--- src/rtl/codiq_pkg.sv ---
// codiq_pkg: constants, types and helpers shared by the O-QPSK modulator.
// Provides sample_t, the IDLE/RUN state enum and the per-channel pulse state.
package codiq_pkg;

    localparam int SAMPLES_PER_CHIP = 25;
    localparam int PULSE_LEN        = 50;
    localparam int AMP              = 7;
    localparam int NW               = 6;

    typedef logic signed [3:0] sample_t;

    typedef enum logic {
        IDLE,
        RUN
    } state_t;

    // act : a pulse is in flight on this channel
    // live: the pulse carries a real chip (0 = underrun, zero amplitude)
    // pos : chip was 1, pulse is positive
    // n   : pulse index 0..PULSE_LEN-1
    typedef struct packed {
        logic          act;
        logic          live;
        logic          pos;
        logic [NW-1:0] n;
    } chan_t;

    localparam chan_t CHAN_RST = '0;

    // Advance one channel by one RUN clock, or restart it on a slot start.
    function automatic chan_t chan_step(
        input chan_t c,
        input logic  start,
        input logic  live,
        input logic  pos
    );
        chan_t r;
        r = c;
        if (start) begin
            r.act  = 1'b1;
            r.live = live;
            r.pos  = pos;
            r.n    = '0;
        end else if (c.act) begin
            if (c.n == NW'(PULSE_LEN - 1)) begin
                r.act = 1'b0;
                r.n   = '0;
            end else begin
                r.n = c.n + NW'(1);
            end
        end
        return r;
    endfunction

    // Apply the chip sign to a ROM magnitude; idle or underrun gives 0.
    function automatic sample_t to_sample(
        input chan_t      c,
        input logic [2:0] mag
    );
        sample_t m;
        m = sample_t'({1'b0, mag});
        if (!(c.act && c.live)) begin
            return '0;
        end
        return c.pos ? m : -m;
    endfunction

endpackage

--- src/rtl/half_sine_rom.sv ---
// half_sine_rom: round(7*sin(pi*n/50)) magnitude, scaled to SCALE (0..7).
// Ports: n (pulse index 0..49) in, mag (unsigned magnitude) out.
module half_sine_rom
    import codiq_pkg::*;
#(
    parameter int SCALE = AMP
) (
    input  logic [5:0] n,
    output logic [2:0] mag
);

    logic [4:0] idx;
    logic [2:0] q;
    logic [6:0] scaled;

    // Quarter-wave table: the falling half reuses n' = 50 - n.
    always_comb begin
        idx = (n > 6'd25) ? 5'(6'd50 - n) : n[4:0];
        case (idx)
            5'd0, 5'd1:                q = 3'd0;
            5'd2, 5'd3:                q = 3'd1;
            5'd4, 5'd5:                q = 3'd2;
            5'd6, 5'd7, 5'd8:          q = 3'd3;
            5'd9, 5'd10, 5'd11:        q = 3'd4;
            5'd12, 5'd13, 5'd14:       q = 3'd5;
            5'd15, 5'd16, 5'd17, 5'd18: q = 3'd6;
            default:                   q = 3'd7;
        endcase
    end

    // Table is built for peak 7; rescale with rounding to the peak wanted.
    assign scaled = 7'(q) * 7'(SCALE) + 7'd3;
    assign mag    = 3'(scaled / 7'd7);

endmodule

--- src/rtl/tl_codeur_iq.sv ---
// tl_codeur_iq: half-sine O-QPSK modulator, even chips on I, odd on Q.
// Ports: clk, resetn, b_in/en_2MHz/ready chip handshake, mem_state,
//        dac_ready stall, IBB/QBB signed 4-bit samples.
module tl_codeur_iq #(
    parameter int SAMPLES_PER_CHIP = codiq_pkg::SAMPLES_PER_CHIP,
    parameter int AMP              = codiq_pkg::AMP
) (
    input  logic               clk,
    input  logic               resetn,
    input  logic               b_in,
    input  logic               en_2MHz,
    input  logic               mem_state,
    input  logic               dac_ready,
    output codiq_pkg::sample_t IBB,
    output codiq_pkg::sample_t QBB,
    output logic               ready
);

    import codiq_pkg::*;

    localparam int SW = $clog2(SAMPLES_PER_CHIP);

    state_t        state;
    logic [SW-1:0] s;
    logic          pend_valid;
    logic          pend_bit;
    logic          next_ch;
    chan_t         ch_i;
    chan_t         ch_q;
    chan_t         nx_i;
    chan_t         nx_q;
    logic [2:0]    mag_i;
    logic [2:0]    mag_q;
    logic          capture;
    logic          load;

    assign ready   = mem_state & ~pend_valid;
    assign capture = en_2MHz & ready;

    // Slot start: a chip (or an underrun) goes to next_ch.
    assign load = (state == RUN) && (s == '0) && mem_state;

    assign nx_i = chan_step(ch_i, load & ~next_ch, pend_valid, pend_bit);
    assign nx_q = chan_step(ch_q, load &  next_ch, pend_valid, pend_bit);

    // ROMs look at the next index so the sample lands with its index.
    half_sine_rom #(.SCALE(AMP)) u_rom_i (
        .n   (nx_i.n),
        .mag (mag_i)
    );

    half_sine_rom #(.SCALE(AMP)) u_rom_q (
        .n   (nx_q.n),
        .mag (mag_q)
    );

    always_ff @(posedge clk or negedge resetn) begin
        if (!resetn) begin
            state      <= IDLE;
            s          <= '0;
            pend_valid <= 1'b0;
            pend_bit   <= 1'b0;
            next_ch    <= 1'b0;
            ch_i       <= CHAN_RST;
            ch_q       <= CHAN_RST;
            IBB        <= '0;
            QBB        <= '0;
        end else begin
            // A new capture wins over consumption of the old chip.
            if (capture) begin
                pend_valid <= 1'b1;
                pend_bit   <= b_in;
            end else if (dac_ready && load) begin
                pend_valid <= 1'b0;
            end

            if (dac_ready) begin
                unique case (state)
                    IDLE: begin
                        if (pend_valid && mem_state) begin
                            state <= RUN;
                        end
                    end
                    RUN: begin
                        if (!mem_state && !ch_i.act && !ch_q.act) begin
                            state   <= IDLE;
                            s       <= '0;
                            next_ch <= 1'b0;
                            IBB     <= '0;
                            QBB     <= '0;
                        end else begin
                            if (s == SW'(SAMPLES_PER_CHIP - 1)) begin
                                s <= '0;
                            end else begin
                                s <= s + SW'(1);
                            end
                            ch_i <= nx_i;
                            ch_q <= nx_q;
                            IBB  <= to_sample(nx_i, mag_i);
                            QBB  <= to_sample(nx_q, mag_q);
                            if (load) begin
                                next_ch <= ~next_ch;
                            end
                        end
                    end
                    default: state <= IDLE;
                endcase
            end
        end
    end

endmodule

--- config.mk ---
export PLATFORM = sky130hd
export DESIGN_NAME = tl_codeur_iq
export DESIGN_NICKNAME = d
export VERILOG_FILES = /design/src/rtl/codiq_pkg.sv /design/src/rtl/half_sine_rom.sv /design/src/rtl/tl_codeur_iq.sv
export SDC_FILE = /design/constraint.sdc
export NUM_CORES = 1
export LEC_CHECK = 0
export CORE_MARGIN = 3
export CORE_UTILIZATION = 62
export DETAILED_ROUTE_END_ITERATION = 10
export PLACE_DENSITY = 0.9
export SYNTH_ARGS = -nofsm -noshare
export SYNTH_HDL_FRONTEND = slang
export SYNTH_SLANG_ARGS = --single-unit
--- constraint.sdc ---
create_clock -name clk -period 8.63 [get_ports clk]
set_input_delay 1.726 -clock clk [delete_from_list [all_inputs] [get_ports clk]]
set_output_delay 1.726 -clock clk [all_outputs]
set_load 0.03 [all_outputs]
==> out/metrics.yaml <==
final_layout:
  design_area_sq_mm: 0.003631
  syn_to_final_growth_pct: 8.001
  multiInputGateArea_sq_mm: 0.002346
  drive_gt1_share_pct: 7.317
  nets: 459
  layout_commonest_cell: "nand2_1"
  final-seq-area_sq_um: 875.8
  fill_cells: 377
  layout_common_cells: "nand2_1 (63), ha_1 (36), dfrtp_1 (35)"
  instances_no_fill: 480
  antennaDiodeCount: 0
  utilization_pct: 70.20
clocking:
  numCtsBuffers: 5
  cts.sinks: 35
  htree_levels: 2
  cts-root-buf: "clkbuf_8"
  cts_tree: "done"
  clk_latency_ps: 290
  post-cts-setup-buffers: 0
  ctsHoldBuffers: 0
  clock_path_buffers: 2
  clk_pin_slew_ps: 70
  post_cts_resized: 0
synthesis:
  synth_area_sq_mm: 0.003362
  synthArstFlopShare_pct: 100.0
  synthFlopType: "dfrtp_1"
  ys_ff_latch: 35
  syn_inst: 399
  yosysSeqAreaShare_pct: 26.05
  syn-num-nets: 447
  ys_types: 66
  synth.avg_cell_area_sq_um: 8.426
  yosysWarnings: 0
  synth-edff-count: 0
outcome:
  status: "finished, final reports clean"
floorplanning:
  chipHeight_um: 79.64
  die_x_um: 79.64
  fp.coreArea_sq_mm: 0.005172
  start_util_pct: 65.00
  fp-row-count: 26
  num_io_pins: 15
  die-area_sq_mm: 0.006342
setup_path:
  critPathCaptureType: "flop"
  crit_fanout: 7
  cp-start-kind: "primary input"
  timing.rr.end: "QBB[2]"
  arrival_ps: 8140
  critPathRequiredTime_ps: 8800
  timing.rr.start: "s[0]"
  critPathKind: "in -> reg"
  reg2reg_slack_ps: 1730
  r2r_cells: 27
placement:
  dp_hpwl_um: 5274
  dp.cells: 474
  io_buffers: 14
  postPlaceCellArea_sq_mm: 0.003555
  gp_congestion: 0.8758
grt:
  antenna_found_initial: 0
  grt_first_pass_wirelength_um: 11830
  gr-total-overflow: 0
  grt_usage_pct: 22.77
  grt_max_degree: 36
  grt_pass1_vias: 2773
sta:
  period_share_pct: 92.38
  rsz0062_at_grt: "false"
  fin_setup_tns_ps: 0
  period_needed_ps: 7973
  slew_viol_final: 0
  worstMarginPinSlew_ps: 666.2
  holdWs_ps: 497.0
  fmaxAchievable_mhz: 125.4
  final_hold_viol_count: 0
  clock_skew_ps: 8.784
  slew_headroom_pct: 55.48
  finalSetupViolCount: 0
power_and_ir_drop:
  intPower_uw: 493.2
  switching_share_pct: 47.66
  powerDensity_mw_per_mm2: 259.6
  pwr-share-comb_pct: 61.3
  p_sw_uw: 449.2
  p_clk_share_pct: 12.0
  leakage_nw: 1.671
  irDropWorstVdd_mv: 0.1202
  p_seq_share_pct: 26.7
min_path:
  holdPathStages: 2
  hold_end: "QBB[0]"
  hold_path.class: "reg -> reg"
  worstHoldStart: "QBB[0]"
detailed_routing:
  first_pass_iters: 5
  drtIter0Drc: 168
  dr_total_vias: 2909
  viasPerCell: 6.060
  drt_wl_total_um: 6882
  drt-wirelength-per-cell_um: 14.34
  drc: 0
  drtAntennaViolNets: 0
job:
  cap_violations: 0
## power groups by stage
| stage | sequential, mW | clock, mW | combinational (mW) |
|---|---|---|---|
| floorplan | 0.237 | 0 | 0.463 |
| global placement | 0.250 | 0 | 0.545 |
| detailed placement | 0.252 | 0 | 0.571 |
| CTS | 0.250 | 0.113 | 0.575 |
| global route | 0.257 | 0.122 | 0.650 |
| finish | 0.252 | 0.113 | 0.578 |
## routing by layer
metal	track usage (%)	part of all wire, %	vias to the layer above	wire length [um]
li1	-	-	1428	-
met1	29.68	47	1392	3216
met2	38.73	48	79	3296
met3	4.402	4.5	10	310
met4	5.498	0.86	0	59
met5	0	0	-	0
## how the worst max path moves through the flow
stage	start	slack (ps)	depth (start not counted)	end
6_report	mem_state	660	26	QBB[2]
5_1_grt	mem_state	90	26	QBB[2]
4_1_cts	mem_state	730	26	QBB[2]
3_5_place_dp	mem_state	450	26	QBB[2]
3_3_place_gp	mem_state	710	26	QBB[2]
2_1_floorplan	mem_state	1170	23	QBB[2]
## layout make-up
| class | count | area share (%) |
|---|---|---|
| Inverter | 24 | 2.481 |
| Clock buffer | 5 | 1.895 |
| Multi-Input combinational cell | 329 | 64.61 |
| Tap cell | 70 | 2.412 |
| Clock inverter | 1 | 0.2068 |
| Sequential cell | 35 | 24.12 |
| Timing Repair Buffer | 16 | 4.273 |
## cells in the mapped netlist (5+ instances only)
cell type,count,area share (%)
nand2_1,63,7.0
ha_1,36,13
dfrtp_1,35,26
o21ai_0,31,4.6
nor2_1,25,2.8
inv_1,24,2.7
a21oi_1,19,2.8
xnor2_1,19,4.9
xor2_1,9,2.3
clkbuf_1,8,0.89
nand3_1,8,1.2
nor2b_1,7,1.3
fa_1,6,3.6
nand4_1,6,1.1
nor3_1,6,0.89
a21o_1,5,1.1
o21ai_1,5,0.74
## worst max-delay path, cell delays in order
cell and delay (ps):
clkdlybuf4s50_1 480, and3_1 220, nand2_1 220, nand2_1 130
or2_2 360, ha_1 210, o21a_1 190, o31ai_2 430
a21oi_1 200, or4_1 440, o31a_1 120, o311ai_1 70
buf_4 210, inv_1 120, fa_1 490, ha_1 320
fa_1 430, a21o_1 190, a21oi_1 240, xnor2_1 220
a31oi_1 130, a21oi_1 410, or2_2 210, a31oi_1 100
xnor2_1 190, o21ai_0 100
## cells by family (layout without fill, tap and decap cells)
group | after synthesis | after routing | synth area share [%]
adder cells (fa/ha/maj) | 42 | 42 | 16.97
XOR/XNOR | 29 | 29 | 7.778
multiplexers | 8 | 8 | 2.531
AO/OA/AOI/OAI | 105 | 105 | 21.40
buffers and inverters | 35 | 46 | 4.168
AND/OR/NAND/NOR | 145 | 145 | 21.10
flip-flops | 35 | 35 | 26.05
## through the flow
| stage | power, mW | worst slack, ps |
|---|---|---|
| after floorplan | 0.6995 | 1168 |
| final | 0.9424 | 657.3 |
| after global placement | 0.7945 | 708.7 |
| after CTS | 0.9382 | 734.7 |
| after detailed placement | 0.8233 | 451.8 |
| after global routing | 1.029 | 87.47 |
## sequential cells by signal, summed over array words and instances, names as in the netlist
name	count
ch_q	9
next_ch	1
IBB	4
s	5
pend_bit	1
pend_valid	1
state	1
ch_i	9
QBB	4
(Power assumes the default switching activity.)
